[src/rtl/gpio_pkg.sv]
// gpio_pkg
// Shared constants for the GPIO pad controller slice.
//   NPIN_DEF    : default number of pads in a bank
//   CW_DEF      : default width of the debounce cycle counter
//   SYNC_STAGES : flops in the pad readback synchronizer
package gpio_pkg;

    localparam int NPIN_DEF    = 8;
    localparam int CW_DEF      = 16;
    localparam int SYNC_STAGES = 2;

endpackage

[src/rtl/gpio_pin_filter.sv]
// gpio_pin_filter
// Input side of a single pad: synchronizer, debounce filter, edge pulses and
// sticky edge-interrupt pending flag.
// Ports:
//   clk_i, rstn_i   clock, asynchronous active-low reset
//   pad_o_i         asynchronous pad readback
//   deb_cycles_i    debounce length in cycles (0 = no filtering)
//   irq_rise_en_i   capture rise pulses into the pending flag
//   irq_fall_en_i   capture fall pulses into the pending flag
//   irq_clr_i       write-1-to-clear of the pending flag
//   in_val_o        filtered level
//   rise_o, fall_o  one-cycle pulses on filtered edges
//   irq_pend_o      sticky pending flag
module gpio_pin_filter
    import gpio_pkg::*;
#(
    parameter int CW = CW_DEF
) (
    input  logic          clk_i,
    input  logic          rstn_i,
    input  logic          pad_o_i,
    input  logic [CW-1:0] deb_cycles_i,
    input  logic          irq_rise_en_i,
    input  logic          irq_fall_en_i,
    input  logic          irq_clr_i,
    output logic          in_val_o,
    output logic          rise_o,
    output logic          fall_o,
    output logic          irq_pend_o
);

    logic [SYNC_STAGES-1:0] sync_p;
    logic                   sync_lvl;
    logic [CW-1:0]          cnt;
    logic                   differs;
    logic                   accept;
    logic                   irq_set;

    // Counter stops at all-ones so a very long deb_cycles_i never wraps back
    // below the threshold.
    function automatic logic [CW-1:0] sat_inc(input logic [CW-1:0] v);
        sat_inc = (v == {CW{1'b1}}) ? v : v + 1'b1;
    endfunction

    assign sync_lvl = sync_p[SYNC_STAGES-1];
    assign differs  = (sync_lvl != in_val_o);
    // >= rather than == so lowering the threshold mid-count takes effect on
    // the very next cycle.
    assign accept   = differs && (cnt >= deb_cycles_i);
    assign irq_set  = (rise_o & irq_rise_en_i) | (fall_o & irq_fall_en_i);

    // Stage: synchronizer
    always_ff @(posedge clk_i or negedge rstn_i) begin
        if (!rstn_i) begin
            sync_p <= '0;
        end else begin
            sync_p <= {sync_p[SYNC_STAGES-2:0], pad_o_i};
        end
    end

    // Stage: debounce, filtered level and edge pulses
    always_ff @(posedge clk_i or negedge rstn_i) begin
        if (!rstn_i) begin
            cnt      <= '0;
            in_val_o <= 1'b0;
            rise_o   <= 1'b0;
            fall_o   <= 1'b0;
        end else begin
            rise_o <= accept &  sync_lvl;
            fall_o <= accept & ~sync_lvl;
            if (!differs) begin
                cnt <= '0;
            end else if (accept) begin
                in_val_o <= sync_lvl;
                cnt      <= '0;
            end else begin
                cnt <= sat_inc(cnt);
            end
        end
    end

    // Stage: interrupt pending (set beats clear)
    always_ff @(posedge clk_i or negedge rstn_i) begin
        if (!rstn_i) begin
            irq_pend_o <= 1'b0;
        end else if (irq_set) begin
            irq_pend_o <= 1'b1;
        end else if (irq_clr_i) begin
            irq_pend_o <= 1'b0;
        end
    end

endmodule

[src/rtl/gpio_pad_ctrl.sv]
// gpio_pad_ctrl
// Core-side controller for a bank of bidirectional pads. Drives the tristate
// buffer I/T inputs (push-pull or open-drain per pin) and filters the pad
// readback into levels, edge pulses and a maskable sticky interrupt.
// Ports:
//   clk_i, rstn_i                 clock, asynchronous active-low reset
//   out_val_i, out_en_i           requested output level / enable per pin
//   od_mode_i                     1 = open-drain, 0 = push-pull
//   pad_i_o, pad_t_o              pad buffer I and T (1 = high-Z), registered
//   pad_o_i                       asynchronous pad readback
//   deb_cycles_i                  debounce length (0 = no filtering)
//   in_val_o, rise_o, fall_o      filtered level and edge pulses
//   irq_rise_en_i, irq_fall_en_i  edge interrupt enables
//   irq_clr_i                     write-1-to-clear of pending flags
//   irq_pend_o, irq_o             pending flags and their OR
module gpio_pad_ctrl
    import gpio_pkg::*;
#(
    parameter int NPIN = NPIN_DEF,
    parameter int CW   = CW_DEF
) (
    input  logic            clk_i,
    input  logic            rstn_i,
    input  logic [NPIN-1:0] out_val_i,
    input  logic [NPIN-1:0] out_en_i,
    input  logic [NPIN-1:0] od_mode_i,
    output logic [NPIN-1:0] pad_i_o,
    output logic [NPIN-1:0] pad_t_o,
    input  logic [NPIN-1:0] pad_o_i,
    input  logic [CW-1:0]   deb_cycles_i,
    output logic [NPIN-1:0] in_val_o,
    output logic [NPIN-1:0] rise_o,
    output logic [NPIN-1:0] fall_o,
    input  logic [NPIN-1:0] irq_rise_en_i,
    input  logic [NPIN-1:0] irq_fall_en_i,
    input  logic [NPIN-1:0] irq_clr_i,
    output logic [NPIN-1:0] irq_pend_o,
    output logic            irq_o
);

    logic [NPIN-1:0] pad_i_nxt;
    logic [NPIN-1:0] pad_t_nxt;

    // Open-drain pins never drive high: I is held at 0 and only T toggles.
    always_comb begin
        pad_i_nxt = out_val_i & ~od_mode_i;
        pad_t_nxt = (~od_mode_i & ~out_en_i) |
                    ( od_mode_i & ~(out_en_i & ~out_val_i));
    end

    // Stage: output register
    always_ff @(posedge clk_i or negedge rstn_i) begin
        if (!rstn_i) begin
            pad_i_o <= '0;
            pad_t_o <= '1;
        end else begin
            pad_i_o <= pad_i_nxt;
            pad_t_o <= pad_t_nxt;
        end
    end

    for (genvar g = 0; g < NPIN; g++) begin : g_pin
        gpio_pin_filter #(.CW(CW)) u_filt (
            .clk_i         (clk_i),
            .rstn_i        (rstn_i),
            .pad_o_i       (pad_o_i[g]),
            .deb_cycles_i  (deb_cycles_i),
            .irq_rise_en_i (irq_rise_en_i[g]),
            .irq_fall_en_i (irq_fall_en_i[g]),
            .irq_clr_i     (irq_clr_i[g]),
            .in_val_o      (in_val_o[g]),
            .rise_o        (rise_o[g]),
            .fall_o        (fall_o[g]),
            .irq_pend_o    (irq_pend_o[g])
        );
    end

    assign irq_o = |irq_pend_o;

endmodule

[config.mk]
export PLATFORM = sky130hd
export DESIGN_NAME = gpio_pad_ctrl
export DESIGN_NICKNAME = d
export VERILOG_FILES = /design/src/rtl/gpio_pkg.sv /design/src/rtl/gpio_pin_filter.sv /design/src/rtl/gpio_pad_ctrl.sv
export SDC_FILE = /design/constraint.sdc
export NUM_CORES = 1
export LEC_CHECK = 0
export CAP_MARGIN = 40
export CORE_MARGIN = 10
export CORE_UTILIZATION = 35
export DETAILED_ROUTE_END_ITERATION = 8
export PLACE_DENSITY = 0.64
export SYNTH_ARGS = -nofsm -noshare
export SYNTH_HDL_FRONTEND = slang
export SYNTH_SLANG_ARGS = --single-unit
[constraint.sdc]
create_clock -name clk_i -period 2.6 [get_ports clk_i]
set_input_delay 0.52 -clock clk_i [delete_from_list [all_inputs] [get_ports clk_i]]
set_output_delay 0.52 -clock clk_i [all_outputs]
set_load 0.02 [all_outputs]
# --- After elaboration in Yosys (flattened, before gate mapping) ---
# Cells that the tools add are included.
classes:
  n_mux: 40
  n_lt_le_gt_ge: 8
  n_reduce_logical: 25
  add_sub_neg: 8
  bitwise_logic: 57
  n_eq_ne: 24
op_table:
  columns: ["cell", "count"]
  rows:
  - ["$mux W16", 24]
  - ["$add A16 B1 Y16 const B", 8]
  - ["$eq A16 B16 Y1 const B", 8]
  - ["$ge A16 B16 Y1", 8]
  - ["$and A1 B1 Y1", 32]
  - ["$and A8 B8 Y8", 4]
  - ["$not A8 Y8", 4]
  - ["$ne A3 B3 Y1 const B", 8]
  - ["$mux W1", 16]
  - ["$reduce_and A2 Y1", 8]
  - ["$reduce_bool A2 Y1", 8]
  - ["$logic_and A1 B1 Y1", 8]
  - ["$ne A1 B1 Y1", 8]
  - ["$not A1 Y1", 8]
  - ["$or A1 B1 Y1", 8]
  - ["$or A8 B8 Y8", 1]
  - ["$reduce_or A8 Y1", 1]
totals:
  register_bits: 192
  wordCells: 212
  input_bits: 74
  out_inout_bits: 49

# --- Depth between registers and ports, before layout ---
# Gate-level depths: netlist of the first run.
logic_depth:
  word_depth: 5
  mapped_depth: 10
  mapped_depth_nobuf: 8

# --- Hierarchy ---
# From an unflattened synthesis of the first run, not the netlist that was laid out.
hier_totals:
  cells_unflattened: 1321
  area_unflattened_um2: 12223.0
modules_own_cells:
  columns: ["module", "cells_each", "seq_area_each_um2", "area_each_um2", "n_inst"]
  rows:
  - ["gpio_pin_filter at g_pin[0].u_filt ...", 160, 550.5, 1455.1, 7]
  - ["gpio_pin_filter at g_pin[3].u_filt", 158, 550.5, 1500.2, 1]
  - ["gpio_pad_ctrl", 43, 410.4, 536.8, 1]

# --- Worst setup path after synthesis of the first run ---
# Ideal clock, no wire load.
synth_timing:
  kind: "input to register"
  startpoint: "input deb_cycles_i[2]"
  endpoint: "register g_pin[7].u_filt.cnt[10]"
  n_path_buf: 1
  setup_slack_ns: 0.219
  arrival_ns: 2.303
  setup_time_ns: 0.078
  required_ns: 2.522
  cell_stages: 9
  path_cell_list: "inv_1 ha_1 and3_1 o21ai_0 o21ai_0 a221o_1 a211o_1 clkbuf_1 a21oi_1"
synth_between:
  elab_chain_len: 4
  word_cells_on_any_way: 5
  cone_classes: "1 x order compare; 1 x eq/ne; 2 x mux; 1 x reduce/logical"
synth_rtl:
  columns: ["element", "line_no", "text"]
  rows:
  - ["from (decl)", "gpio_pad_ctrl.sv:30", "input logic [CW-1:0] deb_cycles_i,"]
  - ["$ge A16 B16 Y1 *", "gpio_pin_filter.sv:49", "assign accept = differs && (cnt >= deb_cycles_i);"]
  - ["$logic_and A1 B1 Y1 *", "gpio_pin_filter.sv:49", null]
  - ["$mux W16", "gpio_pin_filter.sv:73", "end else if (accept) begin"]
  - ["$mux W16", "gpio_pin_filter.sv:71", "if (!differs) begin"]
  - ["to (signal assigned)", "gpio_pin_filter.sv:77", "cnt <= sat_inc(cnt);"]
  - ["to (decl)", "gpio_pin_filter.sv:34", "logic [CW-1:0] cnt;"]
# Mark *: on every way between the ends. The rest lies on a longest branch, timed or not.
# A chain may end at the register's enable or synchronous reset.

# --- Worst setup path in the final report of the first run ---
layout_timing:
  startpoint: "input deb_cycles_i[3]"
  endpoint: "register g_pin[7].u_filt.cnt[12]"
# Same word-level chain as after synthesis.

==> results of run 1 <==
cells by family after synthesis:
group | Yosys count | share of synthesized area (%)
mux | 17 | 1.54
fa+ha+maj | 136 | 14.5
simple gates | 441 | 19.2
flops | 192 | 41.1
xor+xnor | 103 | 7.70
buf+inv | 100 | 4.42
compound gates | 223 | 11.5
final cells by class:
cell class / count / area [um^2] / share of cell area, %
multi-input combinational: 920 / 6540 / 44.4
sequential: 192 / 4810 / 32.7
timing repair buffer: 210 / 2040 / 13.8
tap: 442 / 553 / 3.76
clock buffer: 19 / 453 / 3.08
inverter: 44 / 176 / 1.20
clock inverter: 13 / 144 / 0.977
synthesized netlist by cell type (all sizes together), types with 9 or more instances:
cell | n | area share [%]
a211oi | 10 | 0.75
nor2 | 96 | 3.1
nand4 | 36 | 1.9
ha | 136 | 15
mux2i | 9 | 0.77
buf | 40 | 2.5
dfrtp | 184 | 39
o21ai | 42 | 1.8
inv | 44 | 1.4
a21oi | 113 | 4.8
xor2 | 47 | 3.5
and3b | 11 | 0.82
and4 | 14 | 1.0
nor4 | 13 | 0.69
nand3 | 60 | 2.6
xnor2 | 56 | 4.2
nor3b | 9 | 0.58
a21o | 9 | 0.58
clkbuf | 16 | 0.52
nor2b | 14 | 0.75
and3 | 20 | 1.1
nand2b | 10 | 0.60
nand2 | 113 | 3.7
nor3 | 33 | 1.5
state kept, by name, summed over array words and instances, names as in the netlist:
signal	count
pad_i_o	8
g_pin.u_filt.fall_o	8
g_pin.u_filt.irq_pend_o	8
g_pin.u_filt.cnt	128
g_pin.u_filt.in_val_o	8
g_pin.u_filt.sync_p	16
g_pin.u_filt.rise_o	8
pad_t_o	8
worst max-delay path by stage:
| stage | start | cells past startpoint | endpoint | slack, ns |
|---|---|---|---|---|
| floorplan | deb_cycles_i[2] | 9 | g_pin[7].u_filt.cnt[10] | 0.22 |
| global placement | deb_cycles_i[1] | 9 | g_pin[4].u_filt.in_val_o | -0.49 |
| detailed placement | deb_cycles_i[0] | 10 | g_pin[0].u_filt.cnt[12] | -0.52 |
| CTS | deb_cycles_i[9] | 11 | g_pin[3].u_filt.cnt[14] | 0.001 |
| global route | deb_cycles_i[1] | 10 | g_pin[0].u_filt.cnt[0] | 0.002 |
| finish | deb_cycles_i[3] | 9 | g_pin[7].u_filt.cnt[12] | 0.07 |
worst max-delay path: stages:
cell and delay (ns):
clkdlybuf4s50_1 0.39, inv_1 0.32, ha_1 0.32, a21oi_1 0.14, o21ai_0 0.16, a221o_1 0.37
a211o_1 0.32, buf_4 0.17, nor3_1 0.18
per-layer routing:
layer	share of wire [%]	track usage (%)
met5	0	0
met1	47	20.0
met3	4.3	2.77
met4	1.1	3.94
met2	48	24.5
where the power goes:
group	switching [mW]	leakage, nW	total (mW)	internal [mW]
Combinational	0.374	3.95	0.726	0.352
Sequential	0.0604	2.59	3.11	3.05
Clock	1.29	0.289	2.70	1.41
repair_timing:
item / CTS / global route
buffers inserted: 0 / 5
setup endpoints to repair: 8 / 65
pin swaps: 3 / 9
hold buffers: 0 / 0
resized for setup: 7 / 34
per-stage QoR:
stage          total power, mW  instance area (um^2)  instances  hold WS, ns  setup slack [ns]
2_1_floorplan             3.45                 11700       1212        0.224             0.219
5_1_grt                   6.81                 14700       1840       0.0708           0.00195
6_report                  6.53                 14700       1840       0.0369            0.0675
3_3_place_gp              3.84                 13900       1803        0.332            -0.490
3_5_place_dp              3.86                 13900       1803        0.335            -0.517
4_1_cts                   6.58                 14500       1835       0.0576           0.00144
==> impl_metrics.yaml, run 1 <==
status:
  outcome: "complete, no violations"
logic_synthesis:
  ys.flop_type: "dfrtp_1"
  synth-seq-cells: 192
  synth_fp_nets: 1422
  synth_warnings: 0
  avgSynthCellArea_um2: 9.67
  synthesis.area_mm2: 0.0117
  syn_inst: 1212
  async_flop_share_pct: 100
  synthDistinctLibCells: 61
  seq_area_frac_synth_pct: 41.1
  synth-edff-count: 0
sta:
  setup_viol: 0
  rsz0062_at_grt: "no"
  slew_headroom_pct: 42.3
  fin_setup_tns_ns: 0
  period_share_pct: 97.4
  clock_skew_ns: 0.0186
  tightestPinTransition_ns: 0.863
  fmax_mhz: 395
  hold_viol: 0
  fin_crit_ns: 2.53
  maxSlewViolCount: 0
worst_hold_path:
  hp-class: "in2async"
route:
  drtAntennaViolNets: 0
  avgViaCountPerCell: 5.13
  wl_per_cell_um: 16.7
  remaining_drc_errors: 0
  dr.first_iter.drc_count: 610
  firstDrtPassIters: 5
  vias: 9445
  wirelength_um: 30700
die:
  fp.dieW_um: 203
  core_area_mm2: 0.0328
  ios: 123
  placementRows: 66
  die_area_mm2: 0.0412
  initial_core_util_pct: 35.7
  dieHeight_um: 203
global_route:
  grt.total_usage_pct: 15.0
  grt_pass1_vias: 9386
  antenna_found_initial: 1
  grt_pass1_wl_um: 50000
  grt_overflow: 0
  grt_max_degree: 62
worst_setup_path:
  rr_startpoint: "g_pin[4].u_filt.cnt[0]"
  worstPathRequired_ns: 2.96
  end_kind: "register"
  r2r_cells: 8
  cp-start-kind: "primary input"
  crit_fanout: 7
  rr_endpoint: "g_pin[4].u_filt.in_val_o"
  critical_path_class: "in2reg"
  reg2reg_slack_ns: 0.18
  cp.arrival_ns: 2.90
cts:
  clockBufferDepth: 2
  cts.sink_count: 192
  cts_inserted_buffers: 17
  cts-htree-levels: 4
  cts.clk_slew.worst_paths_ns: 0.08
  clock_latency_ns: 0.46
  cts_tree: "done"
  cts-root-buf: "clkbuf_16"
pwr:
  ir_drop_mv: 0.483
  cellPowerDensity_mw_per_mm2: 444
  p_leak_nw: 6.83
place:
  place_hpwl_um: 22800
  io_buffer_count: 122
  place_congestion: 0.853
finish:
  nets: 1595
  drive_gt1_share_pct: 12.7
  nFillCells: 3108
  diodes: 0
  fin_util_pct: 44.9
  syn_to_final_growth_pct: 25.6
  final_common_cell: "dfrtp_1"
  final_cell_mix: "dfrtp_1 (184), ha_1 (133), clkdlybuf4s50_1 (117)"
flow_run:
  cap_violations: 0
Note: power is estimated with default switching activity, not from simulation.
==> run 2: changes to the inputs <==
--- a/config.mk
+++ b/config.mk
@@ -13,3 +13,4 @@
 export SYNTH_ARGS = -nofsm -noshare
 export SYNTH_HDL_FRONTEND = slang
 export SYNTH_SLANG_ARGS = --single-unit
+export TNS_END_PERCENT = 10
==> run 2 against run 1 <==
  * Critical endpoint is now g_pin[6].u_filt.in_val_o
  * Largest cell class unchanged
  * Total power down 0.24%
  * Worst setup slack worse by 0.023 ns
  * Largest power group unchanged
  * Clock-buffer cell count unchanged
  * Critical path depth down 1
==> impl_metrics.yaml, run 2 (synthesized netlist as in run 1, its figures left out) <==
finish:
  final_cell_mix: "dfrtp_1 (184), ha_1 (136), clkdlybuf4s50_1 (119)"
  syn_to_final_growth_pct: 24.8
  diodes: 0
  finalNonFillerCells: 1837
  regMostFlops: "g_pin.u_filt.cnt"
  drive_gt1_share_pct: 11.8
  reg_top3: "g_pin.u_filt.cnt: 128 flops, g_pin.u_filt.sync_p: 16 flops"
  final_common_cell: "dfrtp_1"
  nets: 1592
  largest_reg_flops: 128
sta:
  tightestPinTransition_ns: 0.857
  period_share_pct: 98.3
  fin_crit_ns: 2.56
  setup_viol: 0
  slew_headroom_pct: 42.7
  maxSlewViolCount: 0
  fin_hold_ws_ns: 0.0350
  hold_viol: 0
  fmax_mhz: 391
  rsz0062_at_grt: "yes"
  clock_skew_ns: 0.0135
worst_setup_path:
  cp-start-kind: "primary input"
  critical_path_class: "in2reg"
  end_kind: "register"
  crit_fanout: 4
  cp.arrival_ns: 2.89
  worstPathRequired_ns: 2.94
die:
  dieHeight_um: 203
  core_area_mm2: 0.0328
  ios: 123
  fp.dieW_um: 203
  die_area_mm2: 0.0412
  initial_core_util_pct: 35.7
  placementRows: 66
cts:
  cts-root-buf: "clkbuf_16"
  cts_inserted_buffers: 17
  cts-htree-levels: 4
  cts_tree: "done"
  clockBufferDepth: 2
  cts-hold-fix-buffers: 0
  cts.clk_slew.worst_paths_ns: 0.08
  clock_latency_ns: 0.46
  cts.sink_count: 192
global_route:
  grt_pass1_vias: 9387
  grt_pass1_wl_um: 49900
  grt_overflow: 0
  grt.total_usage_pct: 15.0
  grt_max_degree: 62
  antenna_found_initial: 1
place:
  io_buffer_count: 122
  dp_cells: 1803
  place_hpwl_um: 22800
  place_congestion: 0.853
route:
  wl_per_cell_um: 16.6
  remaining_drc_errors: 0
  dr.first_iter.drc_count: 649
  firstDrtPassIters: 5
  drtAntennaViolNets: 0
  vias: 9461
  avgViaCountPerCell: 5.15
  wirelength_um: 30600
pwr:
  ir_drop_mv: 0.484
  cellPowerDensity_mw_per_mm2: 446
  p_leak_nw: 6.81
worst_hold_path:
  hp-class: "in2async"
status:
  outcome: "complete, no violations"
flow_run:
  cap_violations: 0
-- run 2: report_power, final --
part / total, mW / switching (mW) / internal [mW]
clock: 2.69 / 1.28 / 1.41
combinational: 0.717 / 0.370 / 0.346
sequential: 3.11 / 0.0604 / 3.05
-- run 2: timing repair --
item / 4_1_cts / 5_1_grt
gates resized for setup: 3 / 26
setup buffers: 0 / 2
endpoints found under the setup margin: 8 / 68
pin swaps: 0 / 6
-- run 2: path summary, 6_finish.rpt --
path / end / startpoint / cells past startpoint / slack (ns)
max in group asynchronous: pad_t_o[6] / rstn_i / 2 / 1.83
min reg2reg: g_pin[0].u_filt.sync_p[1] / g_pin[0].u_filt.sync_p[0] / 0 / 0.35
max: g_pin[6].u_filt.in_val_o / deb_cycles_i[13] / 8 / 0.04
max reg2reg: g_pin[0].u_filt.cnt[12] / g_pin[0].u_filt.cnt[0] / 9 / 0.12
min: pad_i_o[2] / rstn_i / 1 / 0.04
min in group clk_i: g_pin[0].u_filt.sync_p[1] / g_pin[0].u_filt.sync_p[0] / 0 / 0.35
-- run 2: worst max-delay path, cell delays in order --
cell	delay, ns
clkdlybuf4s50_1	0.46
inv_1	0.19
ha_1	0.38
nand4_1	0.12
or4_1	0.53
o211ai_1	0.17
buf_4	0.19
mux2_2	0.32
-- run 2: layout make-up --
class | instances | area, um^2
Fill cell | 3121 | 18200
Multi-Input combinational cell | 920 | 6490
Sequential cell | 192 | 4810
Timing Repair Buffer | 207 | 2000
Tap cell | 442 | 553
Clock buffer | 19 | 453
Inverter | 44 | 169
Clock inverter | 13 | 144
-- run 2: layer usage --
| metal | track usage (%) | vias up | part of all wire (%) |
|---|---|---|---|
| met4 | 3.94 | 0 | 1.1 |
| met2 | 24.4 | 222 | 48 |
| met5 | 0 | - | 0 |
| met3 | 2.77 | 28 | 4.3 |
| li1 | - | 4669 | - |
| met1 | 20.0 | 4542 | 47 |
-- run 2: stage by stage --
step / TNS, ns / util [%] / cell area [um^2] / total power, mW / worst slack (ns)
CTS: -0.0509 / 44.2 / 14500 / 6.57 / -0.0397
global placement: -48.19 / 42.4 / 13900 / 3.84 / -0.490
floorplan: 0 / - / 11700 / 3.45 / 0.219
global route: -0.314 / 44.6 / 14600 / 6.81 / -0.0767
detailed placement: -54.78 / 42.4 / 13900 / 3.86 / -0.517
finish: 0 / 44.6 / 14600 / 6.52 / 0.0442
